`src/rtl/alu_pkg.sv`:
```
// rtl/alu_pkg.sv - shared encodings for the ALU stack sequencer
package alu_pkg;

    localparam logic [2:0] OP_CPY  = 3'd0;
    localparam logic [2:0] OP_ADD  = 3'd1;
    localparam logic [2:0] OP_NEGY = 3'd2;
    localparam logic [2:0] OP_OR   = 3'd3;
    localparam logic [2:0] OP_NOTY = 3'd4;
    localparam logic [2:0] OP_CPX  = 3'd5;
    localparam logic [2:0] OP_INX  = 3'd6;
    localparam logic [2:0] OP_DCX  = 3'd7;

    localparam int FLAG_SF = 0;
    localparam int FLAG_CF = 1;
    localparam int FLAG_ZF = 2;
    localparam int FLAG_OF = 3;

    localparam logic [1:0] KIND_PUSH  = 2'd0;
    localparam logic [1:0] KIND_POP   = 2'd1;
    localparam logic [1:0] KIND_ALU   = 2'd2;
    localparam logic [1:0] KIND_CLEAR = 2'd3;

    localparam logic [1:0] ERR_NONE      = 2'd0;
    localparam logic [1:0] ERR_UNDERFLOW = 2'd1;
    localparam logic [1:0] ERR_OVERFLOW  = 2'd2;

    typedef enum logic [1:0] {
        ST_IDLE,
        ST_READ,
        ST_EXEC,
        ST_WB
    } state_t;

    typedef struct packed {
        logic binary;
        logic unary_x;
        logic unary_y;
    } op_class_t;

    function automatic op_class_t op_class(input logic [2:0] op);
        op_class_t c;
        c = '0;
        case (op)
            OP_ADD, OP_OR:          c.binary  = 1'b1;
            OP_CPX, OP_INX, OP_DCX: c.unary_x = 1'b1;
            default:                c.unary_y = 1'b1;
        endcase
        return c;
    endfunction

endpackage

```
`src/rtl/operand_stack.sv`:
```
// rtl/operand_stack.sv - operand register file with push/pop/replace and tos/nos reads
module operand_stack #(
    parameter int DEPTH = 8,
    parameter int W     = 16
) (
    input  logic                         clk,
    input  logic                         rst_n,
    input  logic                         i_push,
    input  logic                         i_pop,
    input  logic                         i_replace,
    input  logic                         i_clear,
    input  logic [W-1:0]                 i_wdata,
    output logic                         o_full,
    output logic                         o_empty,
    output logic [$clog2(DEPTH+1)-1:0]   o_depth,
    output logic [W-1:0]                 o_tos,
    output logic [W-1:0]                 o_nos
);

    localparam int SW = $clog2(DEPTH + 1);
    localparam int AW = $clog2(DEPTH);

    logic [W-1:0]  r_mem [DEPTH];
    logic [SW-1:0] r_sp;
    logic [SW-1:0] w_sp_next;
    logic [AW-1:0] w_wr_idx;
    logic          w_do_push;
    logic          w_do_pop;

    assign o_full    = (r_sp == SW'(DEPTH));
    assign o_empty   = (r_sp == '0);
    assign o_depth   = r_sp;
    assign w_do_push = i_push && !o_full && !i_clear;
    assign w_do_pop  = i_pop && !o_empty && !i_clear;

    always_comb begin
        w_sp_next = r_sp;
        if (i_clear)
            w_sp_next = '0;
        else if (w_do_push)
            w_sp_next = r_sp + SW'(1);
        else if (w_do_pop)
            w_sp_next = r_sp - SW'(1);
    end

    // Replace targets the top after any pop, so a binary op folds two slots into one.
    assign w_wr_idx = AW'(w_sp_next - SW'(1));

    always_ff @(posedge clk or negedge rst_n) begin
        if (!rst_n)
            r_sp <= '0;
        else
            r_sp <= w_sp_next;
    end

    always_ff @(posedge clk) begin
        if (w_do_push)
            r_mem[AW'(r_sp)] <= i_wdata;
        else if (i_replace && !i_clear && (w_sp_next != '0))
            r_mem[w_wr_idx] <= i_wdata;
    end

    assign o_tos = o_empty ? '0 : r_mem[AW'(r_sp - SW'(1))];
    assign o_nos = (r_sp >= SW'(2)) ? r_mem[AW'(r_sp - SW'(2))] : '0;

endmodule

```
`src/rtl/alu_stack_sequencer.sv`:
```
// rtl/alu_stack_sequencer.sv - execute-stage sequencer driving a combinational ALU from an operand stack
module alu_stack_sequencer
    import alu_pkg::*;
#(
    parameter int DEPTH = 8,
    parameter int W     = 16
) (
    input  logic                         clk,
    input  logic                         rst_n,
    input  logic                         cmd_valid,
    output logic                         cmd_ready,
    input  logic [1:0]                   cmd_kind,
    input  logic [2:0]                   cmd_op,
    input  logic [W-1:0]                 cmd_imm,
    output logic [W-1:0]                 alu_x,
    output logic [W-1:0]                 alu_y,
    output logic [2:0]                   alu_op,
    input  logic [W-1:0]                 alu_z,
    input  logic [3:0]                   alu_flags,
    output logic                         done,
    output logic                         err,
    output logic [1:0]                   err_code,
    output logic [W-1:0]                 tos,
    output logic [$clog2(DEPTH+1)-1:0]   depth,
    output logic [3:0]                   flags
);

    localparam int SW = $clog2(DEPTH + 1);

    state_t        r_state;
    logic [W-1:0]  r_opx;
    logic [W-1:0]  r_opy;
    logic [W-1:0]  r_res;
    logic [W-1:0]  r_alu_x;
    logic [W-1:0]  r_alu_y;
    logic [2:0]    r_op;
    logic [2:0]    r_alu_op;
    logic          r_binary;
    logic [3:0]    r_fl_cap;
    logic [3:0]    r_flags;
    logic          r_done;
    logic          r_err;
    logic [1:0]    r_err_code;

    logic          w_accept;
    op_class_t     w_cls;
    logic          w_full;
    logic          w_empty;
    logic [SW-1:0] w_depth;
    logic [W-1:0]  w_tos;
    logic [W-1:0]  w_nos;
    logic          w_push;
    logic          w_pop;
    logic          w_replace;
    logic          w_clear;
    logic [W-1:0]  w_wdata;
    logic          w_alu_short;

    assign cmd_ready   = (r_state == ST_IDLE);
    assign w_accept    = cmd_valid && cmd_ready;
    assign w_cls       = op_class(cmd_op);
    assign w_alu_short = w_cls.binary ? (w_depth < SW'(2)) : w_empty;

    assign w_push    = w_accept && (cmd_kind == KIND_PUSH);
    assign w_clear   = w_accept && (cmd_kind == KIND_CLEAR);
    assign w_pop     = (w_accept && (cmd_kind == KIND_POP)) || ((r_state == ST_WB) && r_binary);
    assign w_replace = (r_state == ST_WB);
    assign w_wdata   = w_replace ? r_res : cmd_imm;

    operand_stack #(.DEPTH(DEPTH), .W(W)) u_stack (
        .clk       (clk),
        .rst_n     (rst_n),
        .i_push    (w_push),
        .i_pop     (w_pop),
        .i_replace (w_replace),
        .i_clear   (w_clear),
        .i_wdata   (w_wdata),
        .o_full    (w_full),
        .o_empty   (w_empty),
        .o_depth   (w_depth),
        .o_tos     (w_tos),
        .o_nos     (w_nos)
    );

    always_ff @(posedge clk or negedge rst_n) begin
        if (!rst_n) begin
            r_state    <= ST_IDLE;
            r_opx      <= '0;
            r_opy      <= '0;
            r_res      <= '0;
            r_alu_x    <= '0;
            r_alu_y    <= '0;
            r_op       <= OP_CPY;
            r_alu_op   <= OP_CPY;
            r_binary   <= 1'b0;
            r_fl_cap   <= '0;
            r_flags    <= '0;
            r_done     <= 1'b0;
            r_err      <= 1'b0;
            r_err_code <= ERR_NONE;
        end else begin
            r_done     <= 1'b0;
            r_err      <= 1'b0;
            r_err_code <= ERR_NONE;
            case (r_state)
                ST_IDLE: begin
                    if (w_accept) begin
                        case (cmd_kind)
                            KIND_PUSH: begin
                                r_err      <= w_full;
                                r_err_code <= w_full ? ERR_OVERFLOW : ERR_NONE;
                                r_done     <= !w_full;
                            end
                            KIND_POP: begin
                                r_err      <= w_empty;
                                r_err_code <= w_empty ? ERR_UNDERFLOW : ERR_NONE;
                                r_done     <= !w_empty;
                            end
                            KIND_CLEAR: r_done <= 1'b1;
                            default: begin
                                if (w_alu_short) begin
                                    r_err      <= 1'b1;
                                    r_err_code <= ERR_UNDERFLOW;
                                end else begin
                                    r_opx    <= w_cls.binary ? w_nos : (w_cls.unary_x ? w_tos : '0);
                                    r_opy    <= (w_cls.binary || w_cls.unary_y) ? w_tos : '0;
                                    r_op     <= cmd_op;
                                    r_binary <= w_cls.binary;
                                    r_state  <= ST_READ;
                                end
                            end
                        endcase
                    end
                end
                ST_READ: begin
                    r_alu_x  <= r_opx;
                    r_alu_y  <= r_opy;
                    r_alu_op <= r_op;
                    r_state  <= ST_EXEC;
                end
                ST_EXEC: begin
                    r_res    <= alu_z;
                    r_fl_cap <= alu_flags;
                    r_done   <= 1'b1;
                    r_state  <= ST_WB;
                end
                ST_WB: begin
                    r_flags <= r_fl_cap;
                    r_state <= ST_IDLE;
                end
                default: r_state <= ST_IDLE;
            endcase
        end
    end

    assign alu_x    = r_alu_x;
    assign alu_y    = r_alu_y;
    assign alu_op   = r_alu_op;
    assign done     = r_done;
    assign err      = r_err;
    assign err_code = r_err_code;
    assign tos      = w_tos;
    assign depth    = w_depth;
    assign flags    = r_flags;

endmodule

```
`config.mk`:
```
export PLATFORM = sky130hd
export DESIGN_NAME = alu_stack_sequencer
export DESIGN_NICKNAME = d
export VERILOG_FILES = /design/src/rtl/alu_pkg.sv /design/src/rtl/operand_stack.sv /design/src/rtl/alu_stack_sequencer.sv
export SDC_FILE = /design/constraint.sdc
export NUM_CORES = 1
export LEC_CHECK = 0
export CORE_ASPECT_RATIO = 0.6
export CORE_MARGIN = 8
export CORE_UTILIZATION = 61
export CTS_CLUSTER_SIZE = 24
export DETAILED_ROUTE_END_ITERATION = 16
export PLACE_DENSITY = 0.94
export SLEW_MARGIN = 10
export SYNTH_ARGS = -nofsm -noshare
export SYNTH_HDL_FRONTEND = slang
export SYNTH_SLANG_ARGS = --single-unit
```
`constraint.sdc`:
```
create_clock -name clk -period 12.51 [get_ports clk]
set_input_delay 1.8765 -clock clk [delete_from_list [all_inputs] [get_ports clk]]
set_output_delay 1.8765 -clock clk [all_outputs]
set_load 0.005 [all_outputs]
```
==> flow_metrics.tcl, run 1 <==
set metrics [dict create \
    globalRouteOverflowTotal 0 \
    drive_above_1_share 0.268 \
    global_route.usage.met3 0.0948 \
    period_minus_slack_ns 6.27 \
    dominantRegCellSynth "edfxtp_1" \
    synth_area_mm2 0.0106 \
    final_worst_hold_slack_ns 0.493 \
    fp.dieH_um 118 \
    ant_nets 0 \
    largest_net_degree_at_the_start_of_global_routing 57 \
    synth_cell_types 57 \
    total_switching_power_mw 1.27 \
    synth_enable_flop_cells 128 \
    synth-simple-area-share 0.0552 \
    global_route.usage.total 0.234 \
    worst-setup-path-type "register to output port" \
    clock_tree.root_cell "clkbuf_16" \
    clock-sinks 233 \
    dp_hpwl_um 17300 \
    placement.io_buffers 107 \
    grt_setup_unrepaired "false" \
    fp.dieArea_mm2 0.0221 \
    max-slew-margin-rel 0.158 \
    final-hold-violation-count 0 \
    cts_post_setup_buffers_inserted 0 \
    post_synth_mux_area_share 0.236 \
    timing.max_cap.violations 0 \
    syn_avg_cell_area_um2 15.7 \
    ys_seq_elements 233 \
    yosysWarnings 0 \
    detailedRoute.firstPassIterationCount 8 \
    setup.worst_path.end_class "output port" \
    critPathLaunchType "register" \
    p_leak_nw 4.65 \
    synth-async-reset-ratio 0.451 \
    remaining_drc_errors 0 \
    die_width_um 187 \
    dp_slack_ns 6.74 \
    worstHoldPathType "register to register" \
    cts_tree "done" \
    detailed_place.area_mm2 0.0119 \
    worst_ir_drop_vdd_mv 0.140 \
    mappedNetlistNets 734 \
    powerDensity_mw_per_mm2 282 \
    finish.utilization 0.732 \
    fp-row-count 37 \
    ys_top_cells_by_area "edfxtp_1 36%, dfrtp_1 25%, mux4_2 14%" \
    finalClockSkew_ns 0.0167 \
    cp_data_arrival_time_ns 4.40 \
    crit_path_max_fanout 34 \
    setup_viol 0 \
    clock_power_share 0.173 \
    avgRoutedWirePerCell_um 25.5 \
    main_combinational_cell_family_by_area_after_synthesis "multiplexers" \
    netlist.area_leader.share 0.361 \
    clock_insertion_delay_worst_skew_ns 0.50 \
    fmax_ghz 0.159 \
    hold_buffers 0 \
    compound_gate_fraction_of_synth_area 0.0583 \
    start_util 0.622 \
    grt_first_pass_wirelength_um 40800 \
    area_growth_syn_to_layout_pct 17.8 \
    finalMaxSlewViolations 0 \
    antenna_violations_before_repair 2 \
    wirelength_um 26100 \
    post_synth_fa_ha_maj_area_fraction 0.0153 \
    h_tree_levels 1 \
    internal-power_mw 2.27 \
    cts.clk_slew.worst_paths_ns 0.07 \
    io-pin-count 108 \
    grtUsageMet2 0.359 \
    first_global_vias 6864 \
    synth-seq-area-share 0.608 \
    crit_path_setup_slack_layout_ns 6.24 \
    numCtsBuffers 21 \
    place.gp.congestion 0.922 \
    tightest_slew_ns 1.26 \
    vias 6646 \
    clk_path_buf_depth 3 \
    seq_power_share 0.363 \
    outcome "finished, final reports clean" \
    syn_inst 677 \
    layout.cell_area.non_filler_mm2 0.0125 \
    power.share.combinational 0.464 \
    global_route.usage.met1 0.311 \
    final.fill_count 1054 \
    route.detailed.vias_per_inst 6.51 \
    p_sw_frac 0.358 \
    drt_iter0_drc 1010 \
    cts_resized 0 \
    worst-endpoint-required_ns 10.63 \
    synth.largest_area_cell "edfxtp_1" \
    core-area_mm2 0.0171 \
    busiest_layer "met2" \
    r2r_cells 12 \
    whs_path_depth 2 \
    finalSetupTns_ns 0 \
    final_clock_period_utilization_by_the_worst_path 0.501 \
    final_nets 828 \
    synthXorXnorAreaFrac 0.00400 \
]
-- sequential cells by signal, indices dropped and copies added, names as in the netlist --
name	cells
alu_op	3
alu_x	16
alu_y	16
done	1
err	1
err_code	2
flags	4
r_binary	1
r_fl_cap	4
r_op	3
r_opx	16
r_opy	16
r_res	16
r_state	2
u_stack.o_depth	4
u_stack.r_mem	128
-- area by class of cell --
class / count / area [um^2] / share of cell area
sequential: 233 / 6470 / 0.516
multi-input combinational: 393 / 3970 / 0.316
timing repair buffer: 114 / 1120 / 0.0894
clock buffer: 33 / 632 / 0.0504
tap: 234 / 293 / 0.0233
inverter: 8 / 30.0 / 0.00239
clock inverter: 4 / 20.0 / 0.00160
antenna: 2 / 5.00 / 0.000399
-- cell usage after synthesis (2+ instances only) --
cell type,count
nand2_1,56
buf_4,8
and2_1,3
inv_1,8
a22oi_1,2
a21boi_0,2
nor2b_1,3
mux2i_1,17
o211ai_1,2
a32oi_1,2
mux2_2,80
ha_1,13
clkbuf_1,15
nand3b_1,2
or2_2,2
buf_1,7
a21oi_1,38
a22o_1,16
o21ai_0,19
buf_2,11
mux4_2,64
nor3b_1,2
dfrtp_1,105
nor3_1,2
edfxtp_1,128
nand2b_1,4
buf_6,2
xnor2_1,3
nor2_1,33
-- cell usage in the layout, fill, tap and decap left out, types with 2 or more instances in the layout --
| master | Yosys | layout |
|---|---|---|
| edfxtp_1 | 128 | 128 |
| clkdlybuf4s50_1 | 0 | 106 |
| dfrtp_1 | 105 | 104 |
| mux2_2 | 80 | 80 |
| mux4_2 | 64 | 64 |
| nand2_1 | 56 | 56 |
| a21oi_1 | 38 | 38 |
| nor2_1 | 33 | 25 |
| clkbuf_16 | 0 | 22 |
| o21ai_0 | 19 | 19 |
| mux2i_1 | 17 | 17 |
| a22o_1 | 16 | 16 |
| ha_1 | 13 | 13 |
| nor2_2 | 1 | 9 |
| inv_1 | 8 | 8 |
| buf_4 | 8 | 8 |
| clkbuf_1 | 15 | 7 |
| nand2b_1 | 4 | 4 |
| clkinv_2 | 0 | 4 |
| clkbuf_8 | 0 | 4 |
| and2_1 | 3 | 3 |
| nor2b_1 | 3 | 3 |
| diode_2 | 0 | 2 |
| nand3b_1 | 2 | 2 |
| xnor2_1 | 3 | 2 |
| nor3_1 | 2 | 2 |
| or2_2 | 2 | 2 |
| o211ai_1 | 2 | 2 |
| nor3b_1 | 2 | 2 |
| a21boi_0 | 2 | 2 |
| a32oi_1 | 2 | 2 |
| a22oi_1 | 2 | 2 |
-- layer usage --
metal,vias to the layer above,wire (um)
met5,-,27
li1,2790,-
met4,4,633
met1,3325,10300
met2,445,11700
met3,82,3400
-- stage by stage --
stage                     total power [mW]  std cells
after floorplan                       2.24        677
after global placement                2.81        982
after detailed placement              2.90        982
after CTS                             3.53       1019
after global routing                  3.71       1019
final                                 3.54       1021
-- path summary, 6_finish.rpt --
check                                    from                    to  slack, ns
min reg2reg                         r_opx[14]             r_opx[14]       0.49
min in group asynchronous               rst_n             alu_op[1]       1.41
max                        u_stack.o_depth[0]               tos[14]       6.24
max in group asynchronous               rst_n    u_stack.o_depth[0]       9.89
max reg2reg                u_stack.o_depth[0]  u_stack.r_mem[0][14]       7.00
min                                 r_opx[14]             r_opx[14]       0.49
-- power groups by stage --
stage	Combinational, mW	Sequential (mW)	Clock (mW)
after global routing	1.75	1.31	0.652
final	1.64	1.28	0.614
after floorplan	1.04	1.20	0
after global placement	1.55	1.26	0
after CTS	1.62	1.28	0.621
after detailed placement	1.61	1.29	0
-- worst max-delay path, cell delays in order, from the launching register on --
cell,delay [ns]
dfrtp_4,0.82
inv_1,0.27
ha_1,0.93
buf_4,0.39
mux4_2,0.27
nand2_1,0.05
a21oi_1,0.53
clkdlybuf4s50_1,0.63
-- cells by family after synthesis --
kind of cell,Yosys count
AOI/OAI and AO/OA,93
and+or+nand+nor,122
adders and majority gates,13
DFF,233
buffers and inverters,51
muxes,161
xor gates and xnor gates,4
Note: power is estimated with default switching activity, not from simulation.
==> run 2, diff against run 1 <==
--- a/config.mk
+++ b/config.mk
@@ -7,10 +7,10 @@
 export LEC_CHECK = 0
 export CORE_ASPECT_RATIO = 0.6
 export CORE_MARGIN = 8
-export CORE_UTILIZATION = 61
+export CORE_UTILIZATION = 52
 export CTS_CLUSTER_SIZE = 24
 export DETAILED_ROUTE_END_ITERATION = 16
-export PLACE_DENSITY = 0.94
+export PLACE_DENSITY = 0.86
 export SLEW_MARGIN = 10
 export SYNTH_ARGS = -nofsm -noshare
 export SYNTH_HDL_FRONTEND = slang
==> constraint.sdc (replaced) <==
create_clock -name clk -period 5.3 [get_ports clk]
set_input_delay 0.795 -clock clk [delete_from_list [all_inputs] [get_ports clk]]
set_output_delay 0.795 -clock clk [all_outputs]
set_load 0.005 [all_outputs]
==> run 2 against run 1 <==
Register-to-register slack worse by 6.1 ns. Via count is 1.5% lower. Sequential cell count stayed put. Worst setup slack worse by 5.8 ns. Largest cell class unchanged. Combinational power is 140% higher. Die area is 15% higher. Critical path depth is 1 lower. Largest power group unchanged. Global-route usage is 3.7 points lower.
==> flow_metrics.tcl, run 2 (synthesized netlist as in run 1, its figures left out) <==
set metrics [dict create \
    internal-power_mw 5.43 \
    final_nets 840 \
    finalSetupTns_ns 0 \
    drive_above_1_share 0.269 \
    regToRegSetupSlack_ns 0.94 \
    numCtsBuffers 22 \
    core-area_mm2 0.0200 \
    largest_register_ffs 128 \
    wirelength_um 24900 \
    p_sw_frac 0.357 \
    p_leak_nw 4.73 \
    cts_post_setup_buffers_inserted 0 \
    avgRoutedWirePerCell_um 23.3 \
    fp-row-count 40 \
    final-hold-violation-count 0 \
    clock_tree.root_cell "clkbuf_16" \
    r2r-start "u_stack.o_depth[0]" \
    period_minus_slack_ns 4.84 \
    worst_ir_drop_vdd_mv 0.310 \
    max-slew-margin-rel 0.283 \
    die_width_um 201 \
    final.fill_count 1426 \
    seq_power_share 0.352 \
    cp_data_arrival_time_ns 4.04 \
    place.gp.congestion 0.845 \
    first_global_vias 6499 \
    total_switching_power_mw 3.01 \
    finalClockSkew_ns 0.00820 \
    layout_common_cells "128 x edfxtp_1, 106 x clkdlybuf4s50_1, 104 x dfrtp_1" \
    timing.max_cap.violations 0 \
    antenna_violations_before_repair 0 \
    route.detailed.vias_per_inst 6.11 \
    clock-sinks 233 \
    fp.dieH_um 127 \
    finish.utilization 0.633 \
    worstHoldPathType "input pin to async pin" \
    powerDensity_mw_per_mm2 666 \
    clock_insertion_delay_worst_skew_ns 0.51 \
    fp.dieArea_mm2 0.0255 \
    r2r_cells 16 \
    vias 6545 \
    cts_resized 0 \
    global_route.usage.total 0.197 \
    detailedRoute.firstPassIterationCount 5 \
    cp_slowest_cell "xor2_2" \
    crit_chain "inv_1 -> ha_1 -> xor2_2 -> nand2_1 -> a21oi_1 -> clkdlybuf4s50_1" \
    clock_power_share 0.182 \
    start_util 0.532 \
    setup.worst_path.end_class "output port" \
    diodes 0 \
    io-pin-count 108 \
    final_worst_hold_slack_ns 0.405 \
    power.share.combinational 0.466 \
    outcome "finished, final reports clean" \
    crit_path_max_fanout 24 \
    layout_commonest_cell "edfxtp_1" \
    critPathLaunchType "register" \
    tightest_slew_ns 1.08 \
    rr_endpoint "u_stack.r_mem[0][8]" \
    largest-register "u_stack.r_mem" \
    setup_viol 0 \
    final_clock_period_utilization_by_the_worst_path 0.913 \
    worst-setup-path-type "register to output port" \
    ant_nets 0 \
    remaining_drc_errors 0 \
    fmax_ghz 0.207 \
    grt_setup_unrepaired "false" \
    drt_iter0_drc 730 \
    cts.clk_slew.worst_paths_ns 0.06 \
    h_tree_levels 1 \
    grt_first_pass_wirelength_um 39500 \
    finalMaxSlewViolations 0 \
    hold_buffers 0 \
    area_growth_syn_to_layout_pct 19.1 \
    globalRouteOverflowTotal 0 \
    cts_tree "done" \
    clk_path_buf_depth 3 \
    largest_net_degree_at_the_start_of_global_routing 70 \
    timing.critical_path.slowest_cell_delay_ns 0.80 \
    placement.io_buffers 107 \
    worst-endpoint-required_ns 4.51 \
    dp_hpwl_um 17000 \
]
run 2: cell types whose count changed in the layout (fill, tap and decap cells not counted), sizes merged:
| cell | change |
|---|---|
| clkbuf | -3 |
| clkinv | +4 |
| buf | +11 |
| diode | -2 |
| bufinv | +1 |
| inv | +1 |
run 2: metal layers:
layer | track usage | wire [um] | up-vias
met5 | 0 | 0 | -
met4 | 0.0448 | 463 | 0
met3 | 0.0526 | 2840 | 38
met2 | 0.276 | 10300 | 375
met1 | 0.301 | 11400 | 3317
li1 | - | - | 2815
run 2: power by group through the flow:
| stage | Sequential, mW | Combinational, mW | Clock (mW) |
|---|---|---|---|
| CTS | 2.97 | 3.93 | 1.57 |
| floorplan | 2.84 | 2.46 | 0 |
| detailed placement | 2.99 | 3.89 | 0 |
| global route | 3.04 | 4.21 | 1.63 |
| finish | 2.97 | 3.93 | 1.54 |
| global placement | 2.96 | 3.81 | 0 |
run 2: critical path, delay by kind of cell (launching register included):
| kind | cells | cell delay [ns] |
|---|---|---|
| xor gates and xnor gates | 1 | 0.80 |
| buffers and inverters | 2 | 0.85 |
| DFF | 1 | 0.72 |
| AOI/OAI and AO/OA | 1 | 0.45 |
| adders and majority gates | 1 | 0.41 |
| and+or+nand+nor | 1 | 0.29 |
run 2: layout make-up:
class | count | area (um^2) | share of cell area
multi-input combinational | 393 | 3930 | 0.310
timing repair buffer | 125 | 1200 | 0.0949
clock inverter | 10 | 78.8 | 0.00622
sequential | 233 | 6470 | 0.511
clock buffer | 30 | 622 | 0.0491
inverter | 8 | 30.0 | 0.00237
tap | 273 | 342 | 0.0269
run 2: metrics by stage:
stage	total power, mW	instances	area, um^2	setup slack, ns
2_1_floorplan	5.30	677	10600	1.14
3_3_place_gp	6.78	1032	12000	1.11
3_5_place_dp	6.89	1032	12000	1.02
4_1_cts	8.46	1072	12700	0.459
5_1_grt	8.88	1072	12700	0.227
6_report	8.44	1072	12700	0.462
run 2: worst max path at each step:
stage / start / end / slack [ns] / cells past startpoint
floorplan: u_stack.o_depth[1] / u_stack.r_mem[0][0] / 1.14 / 17
global route: u_stack.o_depth[0] / tos[15] / 0.23 / 7
global placement: u_stack.o_depth[0] / tos[12] / 1.11 / 7
finish: u_stack.o_depth[0] / tos[14] / 0.46 / 6
detailed placement: u_stack.o_depth[0] / tos[10] / 1.02 / 7
CTS: u_stack.o_depth[0] / tos[12] / 0.46 / 7
==> run 3, diff against run 2 <==
--- a/config.mk
+++ b/config.mk
@@ -5,6 +5,7 @@
 export SDC_FILE = /design/constraint.sdc
 export NUM_CORES = 1
 export LEC_CHECK = 0
+export CAP_MARGIN = 25
 export CORE_ASPECT_RATIO = 0.6
 export CORE_MARGIN = 8
 export CORE_UTILIZATION = 52
==> run 3 against run 2 <==
Worst hold slack got worse by 0.0017 ns. Clock power fell by 3%. Register-to-register slack improved by 0.08 ns. Core utilization barely moved. Critical endpoint is now tos[10]. Global-route usage fell by 0.24 points. Die area did not move. Non-clock buffer count rose by 1. Final cell count did not move. Largest cell class unchanged. Sequential power barely moved.
==> flow_metrics.tcl, run 3 (synthesized netlist as in run 1, its figures left out) <==
set metrics [dict create \
    clock_tree.root_cell "clkbuf_16" \
    fmax_ghz 0.207 \
    ant_nets 0 \
    cts_post_setup_buffers_inserted 0 \
    timing.max_cap.violations 0 \
    cts_resized 0 \
    finalMaxSlewViolations 0 \
    drt_iter0_drc 626 \
    setup.worst_path.end_class "output port" \
    largest_net_degree_at_the_start_of_global_routing 70 \
    clock_insertion_delay_worst_skew_ns 0.51 \
    cp_data_arrival_time_ns 4.03 \
    final_clock_period_utilization_by_the_worst_path 0.910 \
    timing.critical_path.slowest_cell_delay_ns 0.72 \
    worst-setup-path-type "register to output port" \
    rr_endpoint "u_stack.r_mem[0][13]" \
    final-hold-violation-count 0 \
    sequential_cell_area_mm2 0.00647 \
    critical_path_depth 7 \
    place_inst 1033 \
    avgRoutedWirePerCell_um 23.1 \
    worst_ir_drop_vdd_mv 0.310 \
    vias 6535 \
    finalClockSkew_ns 0.0183 \
    fp-row-count 40 \
    diodes 0 \
    drive_above_1_share 0.263 \
    crit_chain "inv_1 -> ha_1 -> buf_4 -> mux4_2 -> nand2_1 -> a21oi_1 -> clkdlybuf4s50_1" \
    place.gp.congestion 0.845 \
    worstHoldPathType "input pin to async pin" \
    powerDensity_mw_per_mm2 662 \
    remaining_drc_errors 0 \
    hold_buffers 0 \
    grt_setup_unrepaired "false" \
    cts.clk_slew.worst_paths_ns 0.06 \
    h_tree_levels 1 \
    critPathLaunch "u_stack.o_depth[0]" \
    die_width_um 201 \
    global_route.usage.total 0.195 \
    r2r-start "u_stack.o_depth[0]" \
    finalSetupTns_ns 0 \
    worst_setup_path_endpoint "tos[10]" \
    worst-endpoint-required_ns 4.51 \
    tightest_slew_ns 1.04 \
    p_leak_nw 4.72 \
    globalRouteOverflowTotal 0 \
    setup_viol 0 \
    route.detailed.vias_per_inst 6.10 \
    fp.dieH_um 127 \
    cp_slowest_cell "dfrtp_4" \
    largest_register_ffs 128 \
    fp.dieArea_mm2 0.0255 \
    layout_commonest_cell "edfxtp_1" \
    cts_tree "done" \
    max-slew-margin-rel 0.308 \
    dp_hpwl_um 17000 \
    wirelength_um 24800 \
    area_growth_syn_to_layout_pct 19.0 \
    multi_input_area_mm2 0.00393 \
    regToRegSetupSlack_ns 1.02 \
    final_worst_hold_slack_ns 0.403 \
    outcome "finished, final reports clean" \
    start_util 0.532 \
    layout_common_cells "128 x edfxtp_1, 106 x clkdlybuf4s50_1, 104 x dfrtp_1" \
    largest-register "u_stack.r_mem" \
    final.fill_count 1447 \
    crit_path_max_fanout 26 \
    grt_first_pass_wirelength_um 39100 \
    core-area_mm2 0.0200 \
    critPathBufInv 3 \
    final_nets 841 \
    io-pin-count 108 \
    antenna_violations_before_repair 0 \
    clock-sinks 233 \
    period_minus_slack_ns 4.82 \
    finish.utilization 0.633 \
    r2r_cells 16 \
    first_global_vias 6409 \
    critical-path-top-delay-family "buffers and inverters" \
    numCtsBuffers 22 \
    detailedRoute.firstPassIterationCount 5 \
    final-instance-count-excl-fill 1072 \
    clk_path_buf_depth 3 \
    critPathLaunchType "register" \
    placement.io_buffers 107 \
]
## run 3: cell types whose count changed in the layout (fill, tap and decap cells not counted), sizes merged
cell    delta
inv        -1
clkinv     -3
clkbuf     +3
buf        +1
## run 3: power breakdown
part	switching, mW	total [mW]	internal, mW
Clock	0.649	1.50	0.852
Sequential	0.352	2.97	2.62
Combinational	1.98	3.92	1.94
## run 3: layout make-up
| type | count | share of cell area |
|---|---|---|
| well taps | 273 | 0.0270 |
| repair buffers | 126 | 0.0966 |
| inverters | 8 | 0.00237 |
| flip-flops and latches | 233 | 0.511 |
| clock inverters | 6 | 0.00504 |
| multi-input cells | 393 | 0.310 |
| clock buffers | 33 | 0.0484 |
## run 3: layer usage
layer  GRT usage  up-vias  part of all wire
met4      0.0427        0             0.020
met3      0.0671       39              0.13
met5           0        -                 0
li1            -     2815                 -
met2       0.268      388              0.41
met1       0.292     3293              0.45
## run 3: worst min-delay path by stage
stage                         start         to  slack [ns]  cells after the start
after floorplan            r_opx[0]   r_opx[0]        0.44                      2
after global placement     r_opx[1]   r_opx[1]        0.46                      2
after detailed placement  r_opx[14]  r_opx[14]        0.47                      2
after CTS                     rst_n   alu_y[1]        0.42                      1
after global routing          rst_n    r_op[0]        0.48                      1
final                         rst_n  alu_op[1]        0.40                      1
## run 3: metrics by stage
| stage | power, mW | instance area [um^2] | setup slack [ns] |
|---|---|---|---|
| 2_1_floorplan | 5.30 | 10600 | 1.14 |
| 3_3_place_gp | 6.78 | 12000 | 1.11 |
| 3_5_place_dp | 6.89 | 12000 | 1.02 |
| 4_1_cts | 8.43 | 12700 | 0.462 |
| 5_1_grt | 8.85 | 12700 | 0.270 |
| 6_report | 8.39 | 12700 | 0.477 |
